===== config.mk =====
export PLATFORM = sky130hd
export DESIGN_NAME = para_ring_tx
export DESIGN_NICKNAME = d
export VERILOG_FILES = /design/src/rtl/para_pkg.sv /design/src/rtl/para_tx_fifo.sv /design/src/rtl/para_ring_tx.sv
export SDC_FILE = /design/constraint.sdc
export NUM_CORES = 1
export LEC_CHECK = 0
export ABC_AREA = 1
export CAP_MARGIN = 5
export CORE_UTILIZATION = 63
export CTS_CLUSTER_SIZE = 24
export DETAILED_ROUTE_END_ITERATION = 16
export GPL_ROUTABILITY_DRIVEN = 0
export PLACE_DENSITY = 0.94
export SYNTH_ARGS = -nofsm -noshare
export SYNTH_HDL_FRONTEND = slang
export SYNTH_SLANG_ARGS = --single-unit
export TNS_END_PERCENT = 10

===== constraint.sdc =====
create_clock -name clk_sys -period 4.5 [get_ports clk_sys]
set_input_delay 0.675 -clock clk_sys [delete_from_list [all_inputs] [get_ports clk_sys]]
set_output_delay 0.675 -clock clk_sys [all_outputs]
set_load 0.01 [all_outputs]

===== src/rtl/para_pkg.sv =====
// para_pkg: shared framer state encoding, default frame marker and frame lengths.
// Optional macro PARA_TX_CSUM_EN adds the SUM state (5-byte frames).
package para_pkg;
`ifdef PARA_TX_CSUM_EN
    typedef enum logic [2:0] {IDLE, HEAD, SEQ, RHI, RLO, SUM} state_t;
`else
    typedef enum logic [2:0] {IDLE, HEAD, SEQ, RHI, RLO} state_t;
`endif
    localparam logic [7:0] HEAD_BYTE_DEF = 8'hA5;
    localparam int FRAME_LEN_NOSUM = 4;
    localparam int FRAME_LEN_SUM = 5;
endpackage


===== src/rtl/para_tx_fifo.sv =====
// para_tx_fifo: synchronous show-ahead queue with full/empty/level; DEPTH must be a power of two.
module para_tx_fifo #(
    parameter int DEPTH = 8,
    parameter int W = 16,
    localparam int AW = $clog2(DEPTH)
) (
    input  logic          clk,
    input  logic          rst,
    input  logic          push,
    input  logic [W-1:0]  din,
    input  logic          pop,
    output logic [W-1:0]  dout,
    output logic          full,
    output logic          empty,
    output logic [AW:0]   lvl
);
    logic [W-1:0]  mem [DEPTH];
    logic [AW-1:0] wr_ptr;
    logic [AW-1:0] rd_ptr;

    always_ff @(posedge clk or posedge rst) begin
        if (rst) begin
            wr_ptr <= '0;
            rd_ptr <= '0;
            lvl    <= '0;
        end else begin
            if (push) wr_ptr <= wr_ptr + 1'b1;
            if (pop) rd_ptr <= rd_ptr + 1'b1;
            lvl <= lvl + (AW+1)'(push) - (AW+1)'(pop);
        end
    end

    always_ff @(posedge clk) begin
        if (push) mem[wr_ptr] <= din;
    end

    assign dout  = mem[rd_ptr];
    assign full  = lvl == (AW+1)'(DEPTH);
    assign empty = lvl == '0;
endmodule


===== src/rtl/para_ring_tx.sv =====
// para_ring_tx: queues ring values and frames them as HEAD,seq,ring_hi,ring_lo[,sum] bytes.
// Define PARA_TX_CSUM_EN to append the XOR checksum byte.
module para_ring_tx
    import para_pkg::*;
#(
    parameter int FIFO_DEPTH = 8,
    parameter logic [7:0] HEAD_BYTE = HEAD_BYTE_DEF
) (
    input  logic                          clk_sys,
    input  logic                          rst,
    input  logic [15:0]                   ph_ring,
    input  logic                          ph_vld,
    input  logic                          cfg_tx_en,
    output logic [7:0]                    tx_data,
    output logic                          tx_vld,
    input  logic                          tx_rdy,
    output logic [15:0]                   stu_tx_cnt,
    output logic [15:0]                   stu_ovf_cnt,
    output logic [$clog2(FIFO_DEPTH):0]   stu_fifo_lvl
);
`ifdef PARA_TX_CSUM_EN
    localparam state_t LAST_ST = SUM;
`else
    localparam state_t LAST_ST = RLO;
`endif

    state_t      state, state_n;
    logic [15:0] ring_q, fifo_dout, cnt_n;
    logic [7:0]  seq_q, byte_n;
    logic        full, empty, push, pop, req, drop, acc, done;
    state_t      next_frame;

    para_tx_fifo #(.DEPTH(FIFO_DEPTH), .W(16)) u_fifo (
        .clk   (clk_sys),
        .rst   (rst),
        .push  (push),
        .din   (ph_ring),
        .pop   (pop),
        .dout  (fifo_dout),
        .full  (full),
        .empty (empty),
        .lvl   (stu_fifo_lvl)
    );

    assign req  = ph_vld && cfg_tx_en;
    assign push = req && (!full || pop);
    assign drop = req && full && !pop;

    always_comb begin
        acc        = tx_vld && tx_rdy;
        done       = acc && state == LAST_ST;
        next_frame = empty ? IDLE : HEAD;
        state_n    = state;
        case (state)
            IDLE:    state_n = next_frame;
            HEAD:    state_n = acc ? SEQ : HEAD;
            SEQ:     state_n = acc ? RHI : SEQ;
            RHI:     state_n = acc ? RLO : RHI;
`ifdef PARA_TX_CSUM_EN
            RLO:     state_n = acc ? SUM : RLO;
            SUM:     state_n = acc ? next_frame : SUM;
`else
            RLO:     state_n = acc ? next_frame : RLO;
`endif
            default: state_n = IDLE;
        endcase
        // Popping on the last accepted byte chains frames without an idle gap.
        pop    = !empty && (state == IDLE || done);
        cnt_n  = stu_tx_cnt + 16'(done);
        byte_n = state_n == HEAD ? HEAD_BYTE :
                 state_n == SEQ  ? seq_q :
                 state_n == RHI  ? ring_q[15:8] :
                 state_n == RLO  ? ring_q[7:0] :
`ifdef PARA_TX_CSUM_EN
                 state_n == SUM  ? seq_q ^ ring_q[15:8] ^ ring_q[7:0] :
`endif
                 8'h00;
    end

    always_ff @(posedge clk_sys or posedge rst) begin
        if (rst) begin
            state       <= IDLE;
            ring_q      <= '0;
            seq_q       <= '0;
            tx_data     <= '0;
            tx_vld      <= 1'b0;
            stu_tx_cnt  <= '0;
            stu_ovf_cnt <= '0;
        end else begin
            state      <= state_n;
            tx_data    <= byte_n;
            tx_vld     <= state_n != IDLE;
            stu_tx_cnt <= cnt_n;
            if (pop) begin
                ring_q <= fifo_dout;
                seq_q  <= cnt_n[7:0];
            end
            if (drop && stu_ovf_cnt != 16'hFFFF) stu_ovf_cnt <= stu_ovf_cnt + 16'd1;
        end
    end
endmodule


==> summary by stage <==
Worst setup path
By startpoint and endpoint, the worst setup path is classified as input pin to flip-flop. The maximum net fanout on the critical path is 29. Data on the critical path arrives at its endpoint at approximately 3.0 ns. STA classifies the critical path startpoint as an input pin.

Data on the critical path is required at its endpoint by 4.70 ns. The kind of end point of the critical path is a flip-flop. The slowest stage of the critical path is the nor2_1 cell. The most numerous cell type found on the critical path is nand2_1. For this run, the slowest stage of the critical path takes ~0.54 ns. Traced cell by cell, the critical path runs through clkdlybuf4s50_1 -> nand2_1 -> nand2_1 -> nand3_1 -> buf_4 -> a21oi_4 -> nand2_1 -> nor2_1 -> buf_4.

CTS
TritonCTS built the clock tree. The clock passes through at most 3 buffers. The number of clock buffers inserted by TritonCTS is 21. For this design, the sink count on the clock tree is 206. The number of levels in the clock H-tree is 1. Once the clock tree was built, the resizer swapped 0 gates to a different size. Clock-pin slew was measured on the worst setup and hold paths at 0.06 ns. The clock insertion delay at the later pin of the skew report is 0.50 ns. The library cell used as clock root buffer is clkbuf_16. Once the clock tree was built, the setup fixing pass inserted 0 buffers.

Hold repair after CTS inserted 0 buffers.

Global route
The maximum number of pins on one net before global-route repair is 67. After global routing the overflow that remains totals 0. The first global-routing pass estimated approximately 32000 µm of wire. The number of global-route vias before repair is 6208. For this run, the total global-route usage over all layers was measured as 0.286. The initial antenna violation count came to 0.

Min path
In this run the worst hold path is classified as flip-flop to flip-flop.

Logic synthesis
The count of mapped cells out of synthesis is approximately 840. The number of warning messages in the yosys log is 0. The average instance in the mapped netlist occupies 10.6 µm².

The most common cell in the synthesized netlist is nand2_1. The main combinational cell family by area after synthesis is simple AND/OR/NAND/NOR gates. Sorting the synthesized cells by how often they occur yields nand2_1 (185), nor2_1 (138), edfxtp_1 (128).

The fraction of the mapped netlist area in compound gates is 0.0546. edfxtp_1 takes more of the synthesized area than any other cell. Among all flip-flop cells after synthesis, the most frequent one is edfxtp_1. The net count of the mapped netlist is about 870. In this run, synthesis produced a sequential element count of 206. Yosys mapped a number of flops with a built-in enable equal to 128.

The area share of fa/ha/maj cells after synthesis is 0.0178. The fraction of post-synthesis cell area in the top cell type by area is 0.434. The area of the mapped netlist is about 8900 µm². Of the total synthesized cell area, the portion taken by AND, OR, NAND and NOR gates is 0.211. The number of library cell types mapped by synthesis is 34. Counting flops with an async set or reset pin after synthesis yields a share of 0.379. Of the total synthesized cell area, the portion taken by XOR and XNOR cells is 0.0267. The share of the Yosys chip area taken by registers is 0.655. Yosys attributes the largest share of cell area to edfxtp_1 (43%), dfrtp_1 (22%), nand2_1 (7.8%), nor2_1 (5.9%), nand3_1 (4.4%). The portion of synthesized area spent on multiplexers is 0.

Power
In this run the power density over the cells is 599 nW/µm². Power comes to slightly above 6000 µW. VDD sags by at most 0.361 mV. The standby leakage power is 0.00416 µW.

Route
Detailed routing placed a total of between 1500 and 2000 µm of wire on met3. The highest metal layer carrying signal wires in the routed design is met4. In the routed layout, each cell is associated on average with a via count of 5.88.

The total wirelength of the detailed-routed design is approximately 20000 µm. In the detailed route, the total length drawn on met2 is 9440 µm. The number of iterations in the first detailed-routing pass is 6. In the routed design, unresolved DRC markers number 0. The routed length per placed instance is 18.0 µm. The violation count after the first detailed-routing iteration is 919.

For this block, wires on met1 add up to 8010 µm. The detailed-route via count is roughly 6400. In this run the remaining antenna-violating nets after routing total 0.

STA
The final clock skew is ~0.010 ns. Final hold analysis gives a worst-case slack of 0.480 ns. The number of endpoints with negative hold slack in the final report came to 0. The ratio of final minimum period to clock period is 0.629.

The shortest clock period the worst path allows after layout is about 2.8 ns. The final number of max-transition violations is 0. Setup repair after global routing left no endpoint under its margin. Setup violations remaining at the end of the flow were counted as 0.

At the pin with the least slew margin, the transition time is 1.08 ns. The worst pin sits at a relative slew slack of 0.280. The final-layout setup total negative slack is 0 ns. Static timing analysis puts the maximum clock frequency at 353 MHz.

Floorplan
The number of top-level pins is 66. The core box area is between 10000 and 15000 µm². The die is 121 µm tall.

The initial cell density of the core is 0.658. Measured along the x axis, the die boundary spans ~120 µm. The area of the die is 14500 µm². The total number of placement rows is 42.

Flow run
The number of max-cap violations is 0.

Placed design
During placement, the flow inserted port buffers numbering 65. Summed over all nets, the half-perimeter wirelength after detailed placement is around 12000 µm. After detailed placement, the design holds a cell count of 1051.

Final layout
The fraction of final layout cells sized beyond drive strength 1 is 0.0702. For this run, the number of standard cells in the final layout without fillers is 1088. The net total in the final layout is 931.

The antenna diode instance count is 0. From synthesis to final layout, the design area changed by 16.0%.

Status
The flow ran to the end, and the final reports show no timing, DRC or antenna violations.
-- critical path, delay by kind of cell --
family                 cells  cell delay (ns)
AOI/OAI and AO/OA          1             0.24
and+or+nand+nor            5             1.06
buffers and inverters      3             1.04
-- flip-flops by register name (all words and copies together) (netlist names) --
signal         flops
u_fifo.mem       128
ring_q            16
stu_ovf_cnt       16
stu_tx_cnt        16
seq_q              8
tx_data            8
u_fifo.lvl         4
state              3
u_fifo.rd_ptr      3
u_fifo.wr_ptr      3
tx_vld             1
-- final cells by class --
cell class,instances,area [µm²]
inverters,36,135
clock buffers,26,586
multi-input cells,560,2750
well taps,176,220
flip-flops and latches,206,5800
clock inverters,11,77.6
repair buffers,73,711
fillers,835,3180
-- stage by stage --
stage / utilization / instance area [µm²] / setup WS, ns
after CTS: 0.764 / 10300 / 1.70
after global routing: 0.764 / 10300 / 1.51
after detailed placement: 0.714 / 9610 / 1.22
after floorplan: - / 8850 / 1.83
final: 0.764 / 10300 / 1.67
after global placement: 0.714 / 9610 / 1.36
-- final timing paths --
check / start / endpoint / slack [ns] / cells after the start
setup / recovery: tx_rdy / u_fifo.mem[1][14] / 1.67 / 9
hold / removal: stu_tx_cnt[15] / stu_tx_cnt[15] / 0.48 / 1
setup reg to reg: u_fifo.lvl[3] / u_fifo.mem[1][14] / 1.86 / 9
hold reg to reg: stu_tx_cnt[15] / stu_tx_cnt[15] / 0.48 / 1
max in group asynchronous: rst / ring_q[3] / 2.80 / 3
min in group asynchronous: rst / stu_tx_cnt[1] / 0.78 / 2
-- cells in the final DEF (no fill, tap or decap), drive strengths merged --
| cell type | synthesis | final |
|---|---|---|
| and2 | 1 | 1 |
| clkbuf | 14 | 26 |
| a21oi | 2 | 2 |
| xnor2 | 11 | 11 |
| nor3 | 5 | 5 |
| nand2 | 187 | 187 |
| dfrtp | 78 | 78 |
| nor3b | 1 | 1 |
| o21ai | 67 | 67 |
| o211ai | 16 | 16 |
| nor2 | 150 | 150 |
| clkdlybuf4s50 | 0 | 65 |
| o22ai | 1 | 1 |
| or2 | 1 | 1 |
| bufinv | 0 | 1 |
| nand4 | 6 | 6 |
| buf | 19 | 8 |
| nand3 | 80 | 80 |
| xor2 | 16 | 16 |
| inv | 35 | 36 |
| edfxtp | 128 | 128 |
| clkinv | 1 | 10 |
| fa | 1 | 1 |
| nand3b | 4 | 4 |
| ha | 11 | 11 |
-- where the power goes --
part | switching, µW | total [µW] | internal, µW | leakage, µW
Sequential | 216 | 2540 | 2320 | 0.00213
Combinational | 1290 | 1950 | 660 | 0.00169
Clock | 690 | 1670 | 977 | 0.000330
-- cells by family after synthesis --
group / after synthesis
fa+ha+maj: 12
flops: 206
simple gates: 435
xor+xnor: 27
compound gates: 86
buf+inv: 69
-- metal layers --
layer	up-vias	GRT usage
met1	3045	0.404
met2	353	0.463
met3	48	0.0425
met4	0	0.0926
li1	2956	-
met5	-	0
Note: power is estimated with default switching activity, not from simulation.
